`src/rtl/core_status_reg.sv`:
```
// core_status_reg
// Processor status (P) register and interrupt-poll stage sitting directly
// after the ALU. Holds C/Z/V/N/D/I, returns C/V/N/Z to the ALU, applies
// flag set/clear micro-ops and P loads from the data bus, builds the pushed
// status byte, and decides at each instruction poll whether an NMI
// (edge-detected, latched) or IRQ (level, masked by I) is taken.
//
// Ports
//   I_clock, I_reset_n           clock, synchronous active-low reset
//   I_ready                      stage enable (0 = hold flags/pending/is_nmi)
//   I_alu_*                      ALU flag results, captured on I_alu_write
//   I_flag_write/sel/value       single-flag micro-op (sel 0=C 1=I 2=V 3=D)
//   I_bus_data, I_load_bus       P load from data bus (PLP/RTI)
//   I_push_brk                   B bit driven into O_status
//   I_nmi_n, I_irq_n             external interrupt lines, active low
//   I_poll, I_int_ack            poll point / interrupt sequence commit
//   O_carry..O_decimal           current flags
//   O_status                     {N,V,1,B,D,I,Z,C}
//   O_int_pending, O_int_is_nmi  interrupt decision awaiting ack
module core_status_reg #(
  parameter logic RESET_I  = 1'b1,
  parameter int   NMI_SYNC = 1
) (
  input  logic       I_clock,
  input  logic       I_reset_n,
  input  logic       I_ready,
  input  logic       I_alu_carry,
  input  logic       I_alu_overflow,
  input  logic       I_alu_sign,
  input  logic       I_alu_zero,
  input  logic       I_alu_write,
  input  logic       I_flag_write,
  input  logic [1:0] I_flag_sel,
  input  logic       I_flag_value,
  input  logic [7:0] I_bus_data,
  input  logic       I_load_bus,
  input  logic       I_push_brk,
  input  logic       I_nmi_n,
  input  logic       I_irq_n,
  input  logic       I_poll,
  input  logic       I_int_ack,
  output logic       O_carry,
  output logic       O_overflow,
  output logic       O_sign,
  output logic       O_zero,
  output logic       O_irq_disable,
  output logic       O_decimal,
  output logic [7:0] O_status,
  output logic       O_int_pending,
  output logic       O_int_is_nmi
);

  logic flag_c, flag_z, flag_v, flag_n, flag_d, flag_i;
  logic c_next, z_next, v_next, n_next, d_next, i_next;

  logic nmi_sync, irq_sync, nmi_prev, nmi_latch;
  logic int_pending, int_is_nmi;
  logic nmi_line, irq_line, nmi_fall, irq_asserted, nmi_clear;

  // With NMI_SYNC == 0 the raw pins feed detection directly.
  assign nmi_line     = (NMI_SYNC != 0) ? nmi_sync : I_nmi_n;
  assign irq_line     = (NMI_SYNC != 0) ? irq_sync : I_irq_n;
  assign nmi_fall     = nmi_prev & ~nmi_line;
  assign irq_asserted = ~irq_line;
  // Only an ack of an NMI consumes the latch; an IRQ ack leaves it alone.
  assign nmi_clear    = I_ready & I_int_ack & int_is_nmi;

  // Later assignments override earlier ones: ALU < flag micro-op < bus load
  // < ack forcing I.
  always_comb begin
    c_next = flag_c;
    z_next = flag_z;
    v_next = flag_v;
    n_next = flag_n;
    d_next = flag_d;
    i_next = flag_i;
    if (I_alu_write) begin
      c_next = I_alu_carry;
      z_next = I_alu_zero;
      v_next = I_alu_overflow;
      n_next = I_alu_sign;
    end
    if (I_flag_write) begin
      case (I_flag_sel)
        2'd0:    c_next = I_flag_value;
        2'd1:    i_next = I_flag_value;
        2'd2:    v_next = I_flag_value;
        default: d_next = I_flag_value;
      endcase
    end
    if (I_load_bus) begin
      n_next = I_bus_data[7];
      v_next = I_bus_data[6];
      d_next = I_bus_data[3];
      i_next = I_bus_data[2];
      z_next = I_bus_data[1];
      c_next = I_bus_data[0];
    end
    if (I_int_ack) begin
      i_next = 1'b1;
    end
  end

  always_ff @(posedge I_clock) begin
    if (!I_reset_n) begin
      flag_c      <= 1'b0;
      flag_z      <= 1'b0;
      flag_v      <= 1'b0;
      flag_n      <= 1'b0;
      flag_d      <= 1'b0;
      flag_i      <= RESET_I;
      nmi_sync    <= 1'b1;
      irq_sync    <= 1'b1;
      nmi_prev    <= 1'b1;
      nmi_latch   <= 1'b0;
      int_pending <= 1'b0;
      int_is_nmi  <= 1'b0;
    end else begin
      // Edge detection runs regardless of I_ready so NMIs are never lost.
      nmi_sync  <= I_nmi_n;
      irq_sync  <= I_irq_n;
      nmi_prev  <= nmi_line;
      nmi_latch <= nmi_fall | (nmi_latch & ~nmi_clear);

      if (I_ready) begin
        flag_c <= c_next;
        flag_z <= z_next;
        flag_v <= v_next;
        flag_n <= n_next;
        flag_d <= d_next;
        flag_i <= i_next;

        if (I_int_ack) begin
          int_pending <= 1'b0;
          int_is_nmi  <= 1'b0;
        end else if (int_pending) begin
          // NMI arriving while an IRQ waits for ack hijacks the sequence.
          if (nmi_latch) begin
            int_is_nmi <= 1'b1;
          end
        end else if (I_poll) begin
          // Masked by the I value before this edge, so CLI/SEI on the poll
          // cycle only affects the following instruction.
          int_pending <= nmi_latch | (irq_asserted & ~flag_i);
          int_is_nmi  <= nmi_latch;
        end
      end
    end
  end

  assign O_carry       = flag_c;
  assign O_overflow    = flag_v;
  assign O_sign        = flag_n;
  assign O_zero        = flag_z;
  assign O_irq_disable = flag_i;
  assign O_decimal     = flag_d;
  assign O_status      = {flag_n, flag_v, 1'b1, I_push_brk, flag_d, flag_i, flag_z, flag_c};
  assign O_int_pending = int_pending;
  assign O_int_is_nmi  = int_is_nmi;

endmodule
```
`config.mk`:
```
export PLATFORM = sky130hd
export DESIGN_NAME = core_status_reg
export DESIGN_NICKNAME = d
export VERILOG_FILES = /design/src/rtl/core_status_reg.sv
export SDC_FILE = /design/constraint.sdc
export NUM_CORES = 1
export LEC_CHECK = 0
export BUFFER_PORTS_ARGS = -buffer_cell sky130_fd_sc_hd__clkbuf_2
export CORE_MARGIN = 4
export CORE_UTILIZATION = 44
export CTS_CLUSTER_SIZE = 30
export DETAILED_ROUTE_END_ITERATION = 8
export HOLD_SLACK_MARGIN = 0.1
export PLACE_DENSITY = 0.88
export SYNTH_ARGS = -nofsm -noshare
export SYNTH_HDL_FRONTEND = slang
export SYNTH_SLANG_ARGS = --single-unit
```
`constraint.sdc`:
```
create_clock -name I_clock -period 2.1 [get_ports I_clock]
set_clock_uncertainty 0.1 [all_clocks]
set_input_delay 0.105 -clock I_clock [delete_from_list [all_inputs] [get_ports I_clock]]
set_output_delay 0.105 -clock I_clock [all_outputs]
set_load 0.01 [all_outputs]
```
==> metrics.cfg, run 1 <==
[die]
dieArea_sq_mm = 0.002226
core-area_sq_mm = 0.001366
ios = 42
start_util = 0.4945
rows = 13
die_width_um = 47.19
die_y_um = 47.19

[clocking]
ctsRootBufferMaster = clkbuf_4
cts_hold_buffers = 17
clkSinkCount = 12
ctsResizeCount = 0
h-tree-depth = 1
clkLatencyLatePin_ns = 0.27
cts_max_path_buffers = 2
cts.clk_slew.worst_paths_ns = 0.08
numCtsBuffers = 3
post_cts_buffers = 0
cts_tree = done

[timing]
tns_ns = 0
fin_crit_sh = 0.8637
setup_viol = 0
timing.hold.ws_ns = 0.1069
max_freq_mhz = 551.3
maxSlewViolCount = 0
rsz0062_at_grt = false
hold_violations = 0
period_minus_slack_ns = 1.814

[finish]
mostFrequentLayoutCells = 36 x clkbuf_2, 17 x dlygate4sd3_1, 12 x dfxtp_1, 8 x nand2_1, 7 x a21oi_1
drive_gt1_frac = 0.3413
diodes = 0
nets = 153
ff_latch_area_sq_um = 240.2
fillers = 123
final_common_cell = clkbuf_2
area_delta_synth_final_pct = 47.04
multiInputGateArea_sq_um = 344.1

[global_routing]
grtUsageMet1 = 0.1946
grt_overflow_total = 0
antenna_found_initial = 0
gr-usage-met3 = 0.09195
met2_usage = 0.2764
grt_pass1_wl_um = 2635
grt_usage = 0.1663
grt_busiest_layer = met2
first_global_vias = 656
grt_max_degree = 15

[placement]
hpwl_um = 1212
place_congestion = 0.7457
numPortBuffers = 36

[setup_path]
cp-end-kind = register
cp_max_fo = 4
worst_ep_required_time_ns = 2.16
path_class = input port to register
worstSetupStartpointType = input port
critPathArrivalTime_ns = 1.88
reg2reg_slack_ns = 0.62

[power]
p_leak_nw = 0.4893
p_per_area_mw_per_mm2 = 570.4
p_sw_uw = 149.5
p_clk_frac = 0.328
ir_drop_uv = 439.6
seq_power_share = 0.442
comb_power_share = 0.230
sw_frac_of_total = 0.2638
internal_power_uw = 417.2

[detailed_routing]
drt_pass1_iterations = 4
drc = 0
wl_um = 1689
wl_per_cell_um = 11.98
ant_nets = 0
initialDrtViolationCount = 10
vias = 725
drt-vias-per-instance = 5.142

[logic_synthesis]
syn-num-nets = 106
ys_types = 31
synth_edf_count = 0
yosysSeqAreaShare = 0.3556
syn_inst = 80
yosys_warnings = 0
synth-async-reset-ratio = 0
syn-cell-area_sq_um = 675.6
ys.flop_type = dfxtp_1
ys_ff_latch = 12
synth.avg_cell_area_sq_um = 8.446

[hold_path]
hold_class = input port to register

[run_status]
status = finished, final reports clean

[flow_run]
max_cap_viol_count = 0

-- power groups by stage --
stage               sequential [mW]  combinational (mW)  clock (mW)
finish                        0.251               0.130       0.186
global route                  0.253               0.144       0.201
global placement              0.255               0.101           0
floorplan                     0.258              0.0692           0
detailed placement            0.256               0.105           0
CTS                           0.251               0.130       0.190
-- per-stage QoR --
stage	utilization	setup slack, ns	instance area (sq um)	power [mW]	instances
after floorplan	-	1.133	675.6	0.3276	80
after global placement	0.5760	1.041	787.0	0.3563	120
after detailed placement	0.5760	0.9932	787.0	0.3608	120
after CTS	0.7271	0.3233	993.5	0.5705	141
after global routing	0.7271	0.2437	993.5	0.5981	141
final	0.7271	0.2862	993.5	0.5667	141
-- cells in the mapped netlist (all sizes together) (2+ instances only) --
cell	instances	share of area
nand3	2	0.015
dfxtp	12	0.36
nand2	8	0.044
o21ai	4	0.030
nor2	7	0.043
nand2b	4	0.037
buf	11	0.13
o211a	2	0.030
mux2i	4	0.059
nor2b	4	0.041
a21oi	8	0.065
-- path summary, 6_finish.rpt --
| path | startpoint | to | cells after the start |
|---|---|---|---|
| max | I_flag_sel[1] | O_carry$_SDFFE_PN0P_ | 7 |
| min | I_bus_data[3] | O_decimal$_SDFFE_PN0P_ | 4 |
| max reg2reg | O_carry$_SDFFE_PN0P_ | O_carry$_SDFFE_PN0P_ | 5 |
| min reg2reg | nmi_line$_SDFF_PN1_ | nmi_prev$_SDFF_PN1_ | 1 |
-- registers in the layout, summed over array words and instances, names as in the netlist --
name / count
O_int_pending: 1
O_int_is_nmi: 1
O_decimal: 1
nmi_prev: 1
O_zero: 1
nmi_latch: 1
O_carry: 1
nmi_line: 1
O_sign: 1
O_irq_disable: 1
O_overflow: 1
irq_line: 1
-- critical path, cell delays in order --
cell and delay, ns:
dlygate4sd3_1 0.53, clkbuf_2 0.13, nor3b_1 0.28, nor2_1 0.08
a21oi_1 0.12, a21oi_1 0.07, dlygate4sd3_1 0.56
-- routing by layer --
layer,share of wire,vias up,routed length [um]
li1,-,366,-
met4,0.0059,0,10
met5,0,-,0
met3,0.10,2,176
met2,0.48,30,803
met1,0.41,327,699
-- cell families after synthesis --
family	count (synthesis)	share of synthesized area
simple gates	29	0.2241
compound gates	22	0.2204
flops	12	0.3556
buf+inv	12	0.1352
mux	4	0.05926
other cells	1	0.005550
-- area by class of cell --
| type | count | share of cell area |
|---|---|---|
| clock buffer | 4 | 0.03652 |
| inverter | 1 | 0.003778 |
| multi-input combinational | 56 | 0.3463 |
| sequential | 12 | 0.2418 |
| tap | 15 | 0.01889 |
| timing repair buffer | 53 | 0.3526 |
(Power assumes the default switching activity.)
==> run 2: changes to the inputs <==
==> config.mk (replaced) <==
export PLATFORM = sky130hd
export DESIGN_NAME = core_status_reg
export DESIGN_NICKNAME = d
export VERILOG_FILES = /design/src/rtl/core_status_reg.sv
export SDC_FILE = /design/constraint.sdc
export NUM_CORES = 1
export LEC_CHECK = 0
export CORE_MARGIN = 4
export CORE_UTILIZATION = 45
export CTS_CLUSTER_SIZE = 30
export DETAILED_ROUTE_END_ITERATION = 8
export DONT_BUFFER_PORTS = 1
export HOLD_SLACK_MARGIN = 0.1
export PLACE_DENSITY = 0.66
export SYNTH_ARGS = -nofsm -noshare
export SYNTH_HDL_FRONTEND = slang
export SYNTH_SLANG_ARGS = --single-unit
==> run 2 against run 1 <==
Effect of this change:
- sequential power up 4%
- via count shrank 15%
- worst setup slack lost 0.14 ns
- hold slack improved by 0.00056 ns
- design area decreased by 11%
- count of clock-buffer cells in the layout unchanged
- first-iteration DRC count down 30%
- sequential share of layout area rose by 3.0 points
- non-clock buffer count down 29
- critical path depth decreased by 1
- register-to-register slack got worse by 0.13 ns
- die area decreased by 1.8%
==> metrics.cfg, run 2 (same netlist as run 1, synthesis figures left out) <==
[global_routing]
grt_overflow_total = 0  ; unchanged
antenna_found_initial = 0  ; unchanged
grt_usage = 0.1629  ; -0.003398
grt_pass1_wl_um = 2428  ; -7.9%
first_global_vias = 596  ; -9.1%
grt_max_degree = 14  ; -1

[setup_path]
path_class = input port to register
cp-end-kind = register
rr_startpoint = O_overflow$_SDFFE_PN0P_
r2r_end = O_overflow$_SDFFE_PN0P_
reg2reg_depth = 4  ; -1
critPathArrivalTime_ns = 2.03  ; +0.15 ns
cp_max_fo = 12  ; +8
reg2reg_slack_ns = 0.49  ; -0.13 ns
worstSetupStartpointType = input port
worst_ep_required_time_ns = 2.17  ; about the same

[die]
ios = 42  ; unchanged
rows = 13  ; unchanged
start_util = 0.5005  ; +0.005958
die_width_um = 46.75  ; -0.92%
core-area_sq_mm = 0.001350  ; -1.2%
die_y_um = 46.75  ; -0.92%
dieArea_sq_mm = 0.002186  ; -1.8%

[detailed_routing]
ant_nets = 0  ; unchanged
vias = 613  ; -15%
drc = 0  ; unchanged
drt_pass1_iterations = 4  ; unchanged
initialDrtViolationCount = 7  ; -3
wl_per_cell_um = 13.86  ; +16%
drt-vias-per-instance = 5.473  ; +6.4%
wl_um = 1552  ; -8.1%

[timing]
setup_viol = 0  ; unchanged
tns_ns = 0  ; unchanged
rsz0062_at_grt = false
period_minus_slack_ns = 1.955  ; +0.1408 ns
fin_crit_sh = 0.9308  ; +0.06707
hold_violations = 0  ; unchanged
max_freq_mhz = 511.6  ; -7.2%
maxSlewViolCount = 0  ; unchanged

[placement]
place_congestion = 0.7468  ; +0.15%
numPlacedInstances = 84  ; -30%
hpwl_um = 953.3  ; -21%
numPortBuffers = 0  ; -100%

[finish]
mostFrequentLayoutCells = 24 x dlygate4sd3_1, 12 x dfxtp_1, 8 x nand2_1, 7 x a21oi_1, 6 x nor2_1
nets = 124  ; -19%
finalNonFillerCells = 112  ; -21%
final_common_cell = dlygate4sd3_1
diodes = 0  ; unchanged
area_delta_synth_final_pct = 30.74
drive_gt1_frac = 0.07216  ; -0.2691

[clocking]
cts_max_path_buffers = 2  ; unchanged
clkSinkCount = 12  ; unchanged
cts.clk_slew.worst_paths_ns = 0.08  ; about the same
ctsRootBufferMaster = clkbuf_4
h-tree-depth = 1  ; unchanged
numCtsBuffers = 3  ; unchanged
clkLatencyLatePin_ns = 0.26  ; about the same
cts_tree = done
post_cts_buffers = 0  ; unchanged

[run_status]
status = finished, final reports clean

[flow_run]
max_cap_viol_count = 0  ; unchanged

[hold_path]
min_from = I_flag_sel[1]
holdPathEnd = O_irq_disable$_SDFFE_PN1P_
hold_class = input port to register
hold_path_depth = 3  ; -1

[power]
p_leak_nw = 0.3679  ; -25%
ir_drop_uv = 428.9  ; -2.4%
p_per_area_mw_per_mm2 = 609.6  ; +6.9%

run 2: cell types whose count changed in the layout (fill, tap and decap cells not counted):
| cell | before | now |
|---|---|---|
| clkbuf_2 | 36 | 0 |
| dlygate4sd3_1 | 17 | 24 |
run 2: per-stage QoR:
step	cell area, sq um	hold WS, ns	power, mW	setup slack [ns]	utilization
3_3_place_gp	606.8	0.08070	0.3095	1.041	0.4495
6_report	883.3	0.1075	0.5385	0.1453	0.6543
3_5_place_dp	606.8	0.08226	0.3109	1.044	0.4495
5_1_grt	883.3	0.1100	0.5799	0.05896	0.6543
2_1_floorplan	675.6	0.07804	0.3276	1.133	-
4_1_cts	883.3	0.1011	0.5439	0.2051	0.6543
run 2: worst max path at each step:
stage | start | end | slack (ns) | cells past startpoint
finish | I_load_bus | O_overflow$_SDFFE_PN0P_ | 0.15 | 6
global route | I_load_bus | O_overflow$_SDFFE_PN0P_ | 0.06 | 6
CTS | I_load_bus | O_overflow$_SDFFE_PN0P_ | 0.21 | 6
detailed placement | O_overflow$_SDFFE_PN0P_ | O_overflow$_SDFFE_PN0P_ | 1.04 | 3
global placement | O_overflow$_SDFFE_PN0P_ | O_overflow$_SDFFE_PN0P_ | 1.04 | 3
floorplan | O_overflow$_SDFFE_PN0P_ | O_overflow$_SDFFE_PN0P_ | 1.13 | 3
run 2: metal layers:
metal,vias up,GRT usage,part of all wire
met5,-,0,0
met4,0,0.07182,0.0039
met3,2,0.05747,0.11
met2,27,0.2720,0.48
met1,275,0.1879,0.40
li1,309,-,-
run 2: worst max-delay path: stages:
cell and delay, ns:
dlygate4sd3_1 0.84, nor2b_2 0.27, o21ai_0 0.08, dlygate4sd3_1 0.58
nand2_1 0.08, a21oi_1 0.07
run 2: power breakdown:
part	switching, mW	internal, mW	total [mW]
combinational	0.0378	0.0570	0.0947
clock	0.0781	0.105	0.183
sequential	0.0199	0.240	0.260
run 2: what timing repair did:
item,in CTS,in global routing
endpoints found under the hold margin,12,0
gates resized for setup,0,0
hold buffers,24,0
run 2: area by class of cell:
cell class                      instances  area, sq um
Timing Repair Buffer                   24        240.2
Fill cell                             127        466.7
Multi-Input combinational cell         56        344.1
Tap cell                               15        18.77
Inverter                                1        3.754
Sequential cell                        12        240.2
Clock buffer                            4        36.28
